### config.mk
export PLATFORM = sky130hd
export DESIGN_NAME = hazard_scoreboard_flat
export DESIGN_NICKNAME = d
export VERILOG_FILES = /design/src/rtl/hazard_if.sv /design/src/rtl/hazard_scoreboard.sv /design/src/flat_wrapper.sv
export SDC_FILE = /design/constraint.sdc
export NUM_CORES = 1
export LEC_CHECK = 0
export ABC_AREA = 1
export BUFFER_PORTS_ARGS = -buffer_cell sky130_fd_sc_hd__buf_2
export CORE_MARGIN = 3
export CORE_UTILIZATION = 50
export CTS_CLUSTER_DIAMETER = 80
export CTS_CLUSTER_SIZE = 12
export DETAILED_ROUTE_END_ITERATION = 10
export GPL_TIMING_DRIVEN = 0
export PLACE_DENSITY = 0.76
export SETUP_SLACK_MARGIN = 0.5
export SKIP_LAST_GASP = 1
export SYNTH_ARGS = -nofsm -noshare
export SYNTH_HDL_FRONTEND = slang
export SYNTH_SLANG_ARGS = --single-unit
### constraint.sdc
create_clock -name CLK -period 2.1 [get_ports CLK]
set_input_delay 0.21 -clock CLK [delete_from_list [all_inputs] [get_ports CLK]]
set_output_delay 0.21 -clock CLK [all_outputs]
set_load 0.02 [all_outputs]
### src/rtl/hazard_if.sv
// Decode-side hazard bundle: issue request, redirect and data-memory status in,
// stall/flush/freeze controls out.
interface hazard_if #(
  parameter int REG_AW = 5
);
  logic              issue_valid;
  logic [REG_AW-1:0] issue_rs;
  logic [REG_AW-1:0] issue_rt;
  logic              issue_rs_used;
  logic              issue_rt_used;
  logic              issue_wen;
  logic [REG_AW-1:0] issue_dest;
  logic              issue_is_load;
  logic              branch_taken;
  logic              jump;
  logic              dmemREN;
  logic              dmemWEN;
  logic              dhit;
  logic              stall;
  logic              flush;
  logic              freeze;
  logic              hazard;
  logic [1:0]        state;

  modport master (
    output issue_valid, issue_rs, issue_rt, issue_rs_used, issue_rt_used,
           issue_wen, issue_dest, issue_is_load, branch_taken, jump,
           dmemREN, dmemWEN, dhit,
    input  stall, flush, freeze, hazard, state
  );

  modport slave (
    input  issue_valid, issue_rs, issue_rt, issue_rs_used, issue_rt_used,
           issue_wen, issue_dest, issue_is_load, branch_taken, jump,
           dmemREN, dmemWEN, dhit,
    output stall, flush, freeze, hazard, state
  );
endinterface

### src/rtl/hazard_scoreboard.sv
// Pending-write scoreboard with countdown counters, sequenced branch/jump flush and
// dcache-miss freeze FSM. Build option FORWARD_EN: forwarded ALU results, short load-use.
module hazard_scoreboard #(
  parameter int NREGS        = 32,
  parameter int REG_AW       = 5,
  parameter int LAT_W        = 2,
  parameter int ALU_LAT      = 3,
  parameter int LOAD_LAT     = 3,
  parameter int LOAD_FWD_LAT = 1,
  parameter int FLUSH_CYC    = 1
) (
  input logic     CLK,
  input logic     nRST,
  hazard_if.slave hz
);

  typedef enum logic [1:0] {
    ST_RUN     = 2'd0,
    ST_MEMWAIT = 2'd1,
    ST_FLUSH   = 2'd2
  } state_t;

  state_t           state_r, state_next_s;
  logic [1:0]       fcnt_r, fcnt_next_s;
  logic [LAT_W-1:0] cnt_r [NREGS];
  logic [NREGS-1:0] pend_s;
  logic [LAT_W-1:0] issue_lat_s;
  logic             freeze_s, stall_s, flush_s, fire_s, mark_s, redirect_s, src_hit_s;

  // Pending flags; entry 0 is held clear by the counter block.
  always_comb begin
    pend_s = {NREGS{1'b0}};
    for (int r = 0; r < NREGS; r++) begin
      pend_s[r] = (cnt_r[r] != {LAT_W{1'b0}});
    end
  end

`ifdef FORWARD_EN
  assign issue_lat_s = hz.issue_is_load ? LAT_W'(LOAD_FWD_LAT) : {LAT_W{1'b0}};
`else
  assign issue_lat_s = hz.issue_is_load ? LAT_W'(LOAD_LAT) : LAT_W'(ALU_LAT);
`endif

  assign redirect_s = hz.branch_taken | hz.jump;
  assign freeze_s   = nRST & (hz.dmemREN | hz.dmemWEN) & ~hz.dhit;
  assign src_hit_s  = (hz.issue_rs_used & (hz.issue_rs != {REG_AW{1'b0}}) & pend_s[hz.issue_rs]) |
                      (hz.issue_rt_used & (hz.issue_rt != {REG_AW{1'b0}}) & pend_s[hz.issue_rt]);
  assign stall_s    = nRST & hz.issue_valid & (state_r != ST_FLUSH) & ~freeze_s & src_hit_s;
  assign fire_s     = hz.issue_valid & ~stall_s & ~freeze_s & (state_r != ST_FLUSH);
  assign mark_s     = fire_s & hz.issue_wen & (hz.issue_dest != {REG_AW{1'b0}});

  // Scoreboard counters: a new issue load beats the same-cycle decrement.
  always_ff @(posedge CLK or negedge nRST) begin
    if (!nRST) begin
      for (int r = 0; r < NREGS; r++) begin
        cnt_r[r] <= {LAT_W{1'b0}};
      end
    end else begin
      cnt_r[0] <= {LAT_W{1'b0}};
      for (int r = 1; r < NREGS; r++) begin
        if (mark_s && (hz.issue_dest == REG_AW'(r))) begin
          cnt_r[r] <= issue_lat_s;
        end else if (!freeze_s && pend_s[r]) begin
          cnt_r[r] <= cnt_r[r] - LAT_W'(1);
        end else begin
          cnt_r[r] <= cnt_r[r];
        end
      end
    end
  end

  // FSM state and flush counter registers.
  always_ff @(posedge CLK or negedge nRST) begin
    if (!nRST) begin
      state_r <= ST_RUN;
      fcnt_r  <= 2'd0;
    end else begin
      state_r <= state_next_s;
      fcnt_r  <= fcnt_next_s;
    end
  end

  // Next-state and flush decode; the redirect cycle itself already flushes.
  always_comb begin
    state_next_s = state_r;
    fcnt_next_s  = fcnt_r;
    flush_s      = 1'b0;
    case (state_r)
      ST_RUN: begin
        if (freeze_s) begin
          state_next_s = ST_MEMWAIT;
        end else if (redirect_s) begin
          state_next_s = ST_FLUSH;
          fcnt_next_s  = 2'(FLUSH_CYC);
          flush_s      = 1'b1;
        end else begin
          state_next_s = ST_RUN;
        end
      end
      ST_MEMWAIT: begin
        if (hz.dhit && redirect_s) begin
          state_next_s = ST_FLUSH;
          fcnt_next_s  = 2'(FLUSH_CYC);
          flush_s      = 1'b1;
        end else if (hz.dhit) begin
          state_next_s = ST_RUN;
        end else begin
          state_next_s = ST_MEMWAIT;
        end
      end
      ST_FLUSH: begin
        if (freeze_s) begin
          state_next_s = ST_FLUSH;
        end else if (redirect_s) begin
          fcnt_next_s  = 2'(FLUSH_CYC);
          flush_s      = 1'b1;
        end else if (fcnt_r <= 2'd1) begin
          state_next_s = ST_RUN;
          fcnt_next_s  = 2'd0;
          flush_s      = 1'b1;
        end else begin
          fcnt_next_s  = fcnt_r - 2'd1;
          flush_s      = 1'b1;
        end
      end
      default: begin
        state_next_s = ST_RUN;
        fcnt_next_s  = 2'd0;
      end
    endcase
  end

  assign hz.stall  = stall_s;
  assign hz.flush  = flush_s & nRST;
  assign hz.freeze = freeze_s;
  assign hz.hazard = stall_s | (flush_s & nRST) | freeze_s;
  assign hz.state  = state_r;

endmodule
### src/flat_wrapper.sv
// flat-port wrapper written by rule: the top's interface ports become plain ports
module hazard_scoreboard_flat 
#(
  parameter int NREGS        = 32,
  parameter int REG_AW       = 5,
  parameter int LAT_W        = 2,
  parameter int ALU_LAT      = 3,
  parameter int LOAD_LAT     = 3,
  parameter int LOAD_FWD_LAT = 1,
  parameter int FLUSH_CYC    = 1
)
  (CLK, nRST, hz_issue_valid, hz_issue_rs, hz_issue_rt, hz_issue_rs_used, hz_issue_rt_used, hz_issue_wen, hz_issue_dest, hz_issue_is_load, hz_branch_taken, hz_jump, hz_dmemREN, hz_dmemWEN, hz_dhit, hz_stall, hz_flush, hz_freeze, hz_hazard, hz_state);
  hazard_if #(.REG_AW(REG_AW)) hz_i ();
  input logic CLK;
  input logic nRST;
  input wire logic [$bits(hz_i.issue_valid)-1:0] hz_issue_valid;
  input wire logic [$bits(hz_i.issue_rs)-1:0] hz_issue_rs;
  input wire logic [$bits(hz_i.issue_rt)-1:0] hz_issue_rt;
  input wire logic [$bits(hz_i.issue_rs_used)-1:0] hz_issue_rs_used;
  input wire logic [$bits(hz_i.issue_rt_used)-1:0] hz_issue_rt_used;
  input wire logic [$bits(hz_i.issue_wen)-1:0] hz_issue_wen;
  input wire logic [$bits(hz_i.issue_dest)-1:0] hz_issue_dest;
  input wire logic [$bits(hz_i.issue_is_load)-1:0] hz_issue_is_load;
  input wire logic [$bits(hz_i.branch_taken)-1:0] hz_branch_taken;
  input wire logic [$bits(hz_i.jump)-1:0] hz_jump;
  input wire logic [$bits(hz_i.dmemREN)-1:0] hz_dmemREN;
  input wire logic [$bits(hz_i.dmemWEN)-1:0] hz_dmemWEN;
  input wire logic [$bits(hz_i.dhit)-1:0] hz_dhit;
  output wire logic [$bits(hz_i.stall)-1:0] hz_stall;
  output wire logic [$bits(hz_i.flush)-1:0] hz_flush;
  output wire logic [$bits(hz_i.freeze)-1:0] hz_freeze;
  output wire logic [$bits(hz_i.hazard)-1:0] hz_hazard;
  output wire logic [$bits(hz_i.state)-1:0] hz_state;
  assign hz_i.issue_valid = hz_issue_valid;
  assign hz_i.issue_rs = hz_issue_rs;
  assign hz_i.issue_rt = hz_issue_rt;
  assign hz_i.issue_rs_used = hz_issue_rs_used;
  assign hz_i.issue_rt_used = hz_issue_rt_used;
  assign hz_i.issue_wen = hz_issue_wen;
  assign hz_i.issue_dest = hz_issue_dest;
  assign hz_i.issue_is_load = hz_issue_is_load;
  assign hz_i.branch_taken = hz_branch_taken;
  assign hz_i.jump = hz_jump;
  assign hz_i.dmemREN = hz_dmemREN;
  assign hz_i.dmemWEN = hz_dmemWEN;
  assign hz_i.dhit = hz_dhit;
  assign hz_stall = hz_i.stall;
  assign hz_flush = hz_i.flush;
  assign hz_freeze = hz_i.freeze;
  assign hz_hazard = hz_i.hazard;
  assign hz_state = hz_i.state;
  hazard_scoreboard #(.NREGS(NREGS), .REG_AW(REG_AW), .LAT_W(LAT_W), .ALU_LAT(ALU_LAT), .LOAD_LAT(LOAD_LAT), .LOAD_FWD_LAT(LOAD_FWD_LAT), .FLUSH_CYC(FLUSH_CYC)) u_core (.CLK(CLK), .nRST(nRST), .hz(hz_i));
endmodule
==> metrics, run 1 <==
Die ar. about 0.011 mm^2; startpoint class of the critical path flop; post-route total power ~8.7 mW; status finished with violations; Worst Setup SP u_core.cnt_r[39]; die width between 100 and 150 um; CP top delay family simple AND/OR/NAND/NOR gates; buffers and inverters on the worst path 4; Nets between 800 and 900; final count of hold timing violations 0; critical path capture point hz_hazard; Distinct cells, synth 27; Synth Net Count 722; number of synthesized flops with an enable pin 0; H-tree depth 3; most frequent cell after synthesis nand2_1; share of post-route cells with drive strength above 1 0.357; kind of critical path reg -> out; Max Slew Vio Count 0; Post-synth top cells 177 x nand2_1, 118 x inv_1, 67 x nor2_1; LEAKAGE 3.31 nW; final core utilization 0.718; drt total wl 13900 um; crit path time final 2260 ps; core area 0.00898 mm^2; total gr overflow 0; pre-CTS WS -813 ps; initial antenna violation count 0; peak supply drop ~0.84 mV; # diodes 0; drt drc 0; clk_skew 10.1 ps; highest fanout seen on the critical path 4; root buffer cell clkbuf_8; Inserted Clock Buffers 9; initial core utilization 0.531; I/O pin cnt 33; Cells after DPL around 800; fin worst setup slack -156 ps; DR WL/cell about 16 um; worst-path cell chain inv_1 > ha_2 > inv_2 > nand2_1 > nand3_2 > nand2_1 > nand2_1 > nand3_2 > nand3_2 > nand3_2 > nand2_4 > nand2_4 > buf_12 > nand3_4 > buf_6; Largest stage delay, worst path approximately 400 ps; largest net degree at the start of global routing 35; Die Y around 100 um; later-pin clock latency in the skew report 350 ps; synth-to-layout area growth 35.3%; fin crit share 1.07; first-pass GRT wire length between 20000 and 25000 um; Levels on crit path 15; Final Non-Filler Cells 891; synth top area cells dfrtp_1 35%, nand2_1 14%, inv_1 9.3%, ha_1 8.1%, nand3_2 6.1%; Worst EP required about 1900 ps; CP max-delay cell dfrtp_1; Total Routing Usage GR 0.239; Fmax ~440 MHz; finished layout cell area between 0.006 and 0.007 mm^2; Worst-path clk slew ~80 ps; Synth Instances about 660; DP HPWL around 8700 um; Async SR Flop Fraction 1.00; top_reg_cell synth dfrtp_1; worst path arrival time between 2000 and 2500 ps; Cell Area, Synth 0.00476 mm^2; CTS tree built; final setup vio count 3; via/cell ratio roughly 5.3; yosys warns 0; DRT iter0 DRCs roughly 400; violated checks setup timing; Post-DRT Antenna Nets 0; TritonRoute pass-1 iters 5; # rows 34; Worst R2R End u_core.cnt_r[6]; area share of the largest cell type after synthesis 0.347; clock sink total 66; reg2reg path depth 6; vias 4700; mean post-synth cell area 7.18 um^2; IO buf count 28; post-synth top area cell dfrtp_1; gp weighted congestion 0.924; worst hold path type in -> reg; clock tree buffer depth 2; Max-slew headroom 0.524; r2r startpoint u_core.hz.state[1]; # Max-Cap Violations 0; Slew @ Worst Pin roughly 710 ps; most used cell, CP nand3_2; RSZ-0062 raised after global routing yes; Placed Area ~0.0051 mm^2; Cell Pwr Density around 1400 mW/mm^2; share of the yosys chip area belonging to registers 0.347; r2r setup slk -10 ps; CP Capture Type output pin; vias in the first global route ~4300; #FFs+latches synth 66
## report_power, final
group	internal, mW	leakage (nW)	switching [mW]	total (mW)
Combinational	2.38	2.42	2.89	5.27
Sequential	1.96	0.784	0.376	2.34
Clock	0.556	0.0962	0.563	1.12
Total	4.90	3.31	3.83	8.73
## cells in the final DEF (no fill, tap or decap), types with 29 or more instances in the layout
| cell | synthesis | layout |
|---|---|---|
| inv_2 | 3 | 29 |
| nand3_1 | 52 | 33 |
| nand3_4 | 0 | 31 |
| inv_1 | 118 | 89 |
| dfrtp_1 | 66 | 64 |
| a21oi_1 | 37 | 36 |
| nand2_2 | 1 | 50 |
| buf_4 | 3 | 46 |
| nor2_1 | 67 | 63 |
| nand2_1 | 177 | 127 |
| xor2_1 | 31 | 31 |
## worst min-delay path by stage
stage               startpoint                  to  slack (ps)  cells past startpoint
finish                 hz_dhit  u_core.hz.state[0]         150                      2
global route           hz_dhit  u_core.hz.state[0]         150                      2
CTS                    hz_dhit  u_core.hz.state[0]         120                      2
detailed placement        nRST    u_core.fcnt_r[0]         380                      1
global placement       hz_dhit  u_core.hz.state[0]         460                      2
floorplan                 nRST     u_core.cnt_r[0]         -90                      0
## cell families (layout without fill, tap and decap cells)
| kind of cell | Yosys count | in the layout | share of synthesized area |
|---|---|---|---|
| buffers and inverters | 140 | 241 | 0.125 |
| DFF | 66 | 66 | 0.347 |
| AOI/OAI and AO/OA | 53 | 53 | 0.0604 |
| xor gates and xnor gates | 31 | 31 | 0.0570 |
| and+or+nand+nor | 343 | 343 | 0.330 |
| adders and majority gates | 31 | 31 | 0.0814 |
## state kept, by name (all words and copies together), names as in the netlist
signal / cells
u_core.hz.state: 2
u_core.fcnt_r: 2
u_core.cnt_r: 62
## stage by stage
| step | hold WS, ps | TNS (ps) |
|---|---|---|
| after CTS | 120 | -260 |
| after global placement | 455 | -64790 |
| after floorplan | -85.6 | 0 |
| final | 149 | -280 |
| after detailed placement | 375 | -33450 |
| after global routing | 155 | -5030 |
## repair_timing
item,4_1_cts,5_1_grt
hold buffers,3,0
hold endpoints to repair,66,0
setup buffers,24,27
gates resized for setup,50,129
endpoints found under the setup margin,70,66
cloned,1,2
pin swaps,11,20
## area by class of cell
class | instances | area, um^2
clock inverters | 7 | 76.3
clock buffers | 9 | 124
inverters | 122 | 470
multi-input cells | 458 | 3070
well taps | 126 | 158
flip-flops and latches | 66 | 1650
repair buffers | 85 | 733
fillers | 656 | 2530
plain buffers | 18 | 158
## per-layer routing
metal | vias up | share of wire | global-route usage | routed length [um]
met5 | - | 0 | 0 | 0
met4 | 0 | 0.027 | 0.0769 | 377
met3 | 30 | 0.054 | 0.0348 | 750
met2 | 170 | 0.51 | 0.411 | 7060
met1 | 2236 | 0.41 | 0.312 | 5740
li1 | 2264 | - | - | -
Note: power is estimated with default switching activity, not from simulation.
==> run 2: changes to the inputs <==
--- a/config.mk
+++ b/config.mk
@@ -14,7 +14,6 @@
 export DETAILED_ROUTE_END_ITERATION = 10
 export GPL_TIMING_DRIVEN = 0
 export PLACE_DENSITY = 0.76
-export SETUP_SLACK_MARGIN = 0.5
 export SKIP_LAST_GASP = 1
 export SYNTH_ARGS = -nofsm -noshare
 export SYNTH_HDL_FRONTEND = slang
==> run 2 against run 1 <==
The flow still finishes with violations (setup timing). Sequential share of layout area grew 3.0 points. Clock power grew 11%. Global-route usage fell by 1.2 points. Register-to-register slack better by 80 ps. Sequential power about the same. Cell count is 2.8% lower. Hold slack lost 57 ps. Critical path depth fell by 1. Non-clock buffer count fell by 25. Die area stayed put. Fmax down 1.1%.
==> metrics, run 2 (synthesis results as in run 1) <==
Max-slew headroom 0.649; commonest cells after routing, fill and taps aside 175 x nand2_1, 102 x inv_1, 66 x nor2_1, 66 x dfrtp_1, 48 x nand3_1; core area around 0.0090 mm^2; final setup vio count 2; CTS tree built; DRT iter0 DRCs slightly above 200; initial core utilization 0.531; DP HPWL ~8800 um; drt drc 0; violated checks setup timing; crit path time final 2280 ps; share of post-route cells with drive strength above 1 0.220; die width around 100 um; TritonRoute pass-1 iters 5; H-tree depth 3; I/O pin cnt 33; Biggest register u_core.cnt_r; startpoint class of the critical path flop; Worst-path clk slew around 90 ps; clock sink total 66; largest net degree at the start of global routing 70; Post-DRT Antenna Nets 0; fin crit share 1.09; Total Routing Usage GR 0.227; later-pin clock latency in the skew report 370 ps; vias roughly 4400; Max Slew Vio Count 0; root buffer cell clkbuf_8; # rows 34; hold path start hz_dhit; status finished with violations; LEAKAGE between 3 and 4 nW; Cells after DPL between 800 and 900; # diodes 0; final count of hold timing violations 0; clk_skew 21.0 ps; Fmax 438 MHz; Worst EP required about 1900 ps; drt total wl about 12000 um; clock tree buffer depth 2; Worst Setup SP u_core.cnt_r[35]; via/cell ratio slightly above 5; initial antenna violation count 0; Inserted Clock Buffers 9; commonest non-fill, non-tap cell in the layout nand2_1; Final Non-Filler Cells 866; peak supply drop 0.641 mV; gp weighted congestion roughly 0.92; Die ar. ~0.011 mm^2; worst hold path type in -> reg; Slew @ Worst Pin 526 ps; # Max-Cap Violations 0; IO buf count 28; worst path arrival time about 2100 ps; fin worst setup slack -181 ps; Cell Pwr Density between 1000 and 1500 mW/mm^2; synth-to-layout area growth 20.9%; CP Capture Type output pin; final core utilization 0.642; kind of critical path reg -> out; total gr overflow 0; RSZ-0062 raised after global routing yes; vias in the first global route approximately 4300; first-pass GRT wire length between 15000 and 20000 um; Hold Slack 91.3 ps; r2r startpoint u_core.cnt_r[35]; DR WL/cell between 10 and 15 um; highest fanout seen on the critical path 3; Die Y between 100 and 150 um; Nets 793; max reg flops 62
run 2: what timing repair did:
item                                    in CTS  in global routing
setup buffers                               14                 14
endpoints found under the setup margin      57                 51
hold endpoints to repair                    66                 66
cloned                                       0                  2
pin swaps                                    8                 17
gates resized for setup                     37                 22
run 2: report_power, final:
group          switching (mW)  leakage (nW)  internal, mW
Combinational            2.46          2.26          1.93
Sequential              0.351         0.787          1.96
Clock                   0.537         0.112         0.702
run 2: worst paths after layout:
check	to	slack, ps	depth (start not counted)
worst max-delay path	hz_hazard	-180	14
worst min-delay path	u_core.hz.state[0]	90	2
worst max register to register	u_core.cnt_r[0]	70	15
worst min register to register	u_core.cnt_r[61]	490	2
max in group asynchronous	u_core.cnt_r[13]	1520	3
min in group asynchronous	u_core.cnt_r[37]	370	2
run 2: layer usage:
| metal | up-vias | track usage | part of all wire |
|---|---|---|---|
| met5 | - | 0 | 0 |
| met4 | 0 | 0.103 | 0.035 |
| met3 | 41 | 0.0491 | 0.048 |
| met2 | 105 | 0.375 | 0.47 |
| met1 | 2057 | 0.287 | 0.44 |
| li1 | 2211 | - | - |
run 2: worst max-delay path: stages (launching register included):
cell and delay (ps):
dfrtp_1 380, inv_2 50, ha_4 150, buf_6 100, o211ai_1 180, nand3_1 100
nand3_1 90, nand2_1 70, nand2_2 80, nand2_2 60, nand2_4 90, nand2_4 60
buf_8 120, nand3_2 50, buf_6 120
run 2: final cells by class:
cell class | instances | area, um^2
Buffer | 18 | 145
Sequential cell | 66 | 1650
Clock buffer | 10 | 138
Timing Repair Buffer | 60 | 472
Multi-Input combinational cell | 458 | 2650
Tap cell | 126 | 158
Inverter | 122 | 460
Fill cell | 775 | 3220
Clock inverter | 6 | 90.1
run 2: through the flow:
| step | power, mW | setup TNS (ps) | instance area [um^2] | worst slack, ps |
|---|---|---|---|---|
| global placement | 5.75 | -55270 | 5060 | -1090 |
| floorplan | 5.19 | 0 | 4760 | 329 |
| global route | 8.77 | -901 | 5760 | -291 |
| finish | 7.94 | -360 | 5760 | -181 |
| detailed placement | 6.06 | -24600 | 5060 | -592 |
| CTS | 7.65 | -338 | 5490 | -172 |
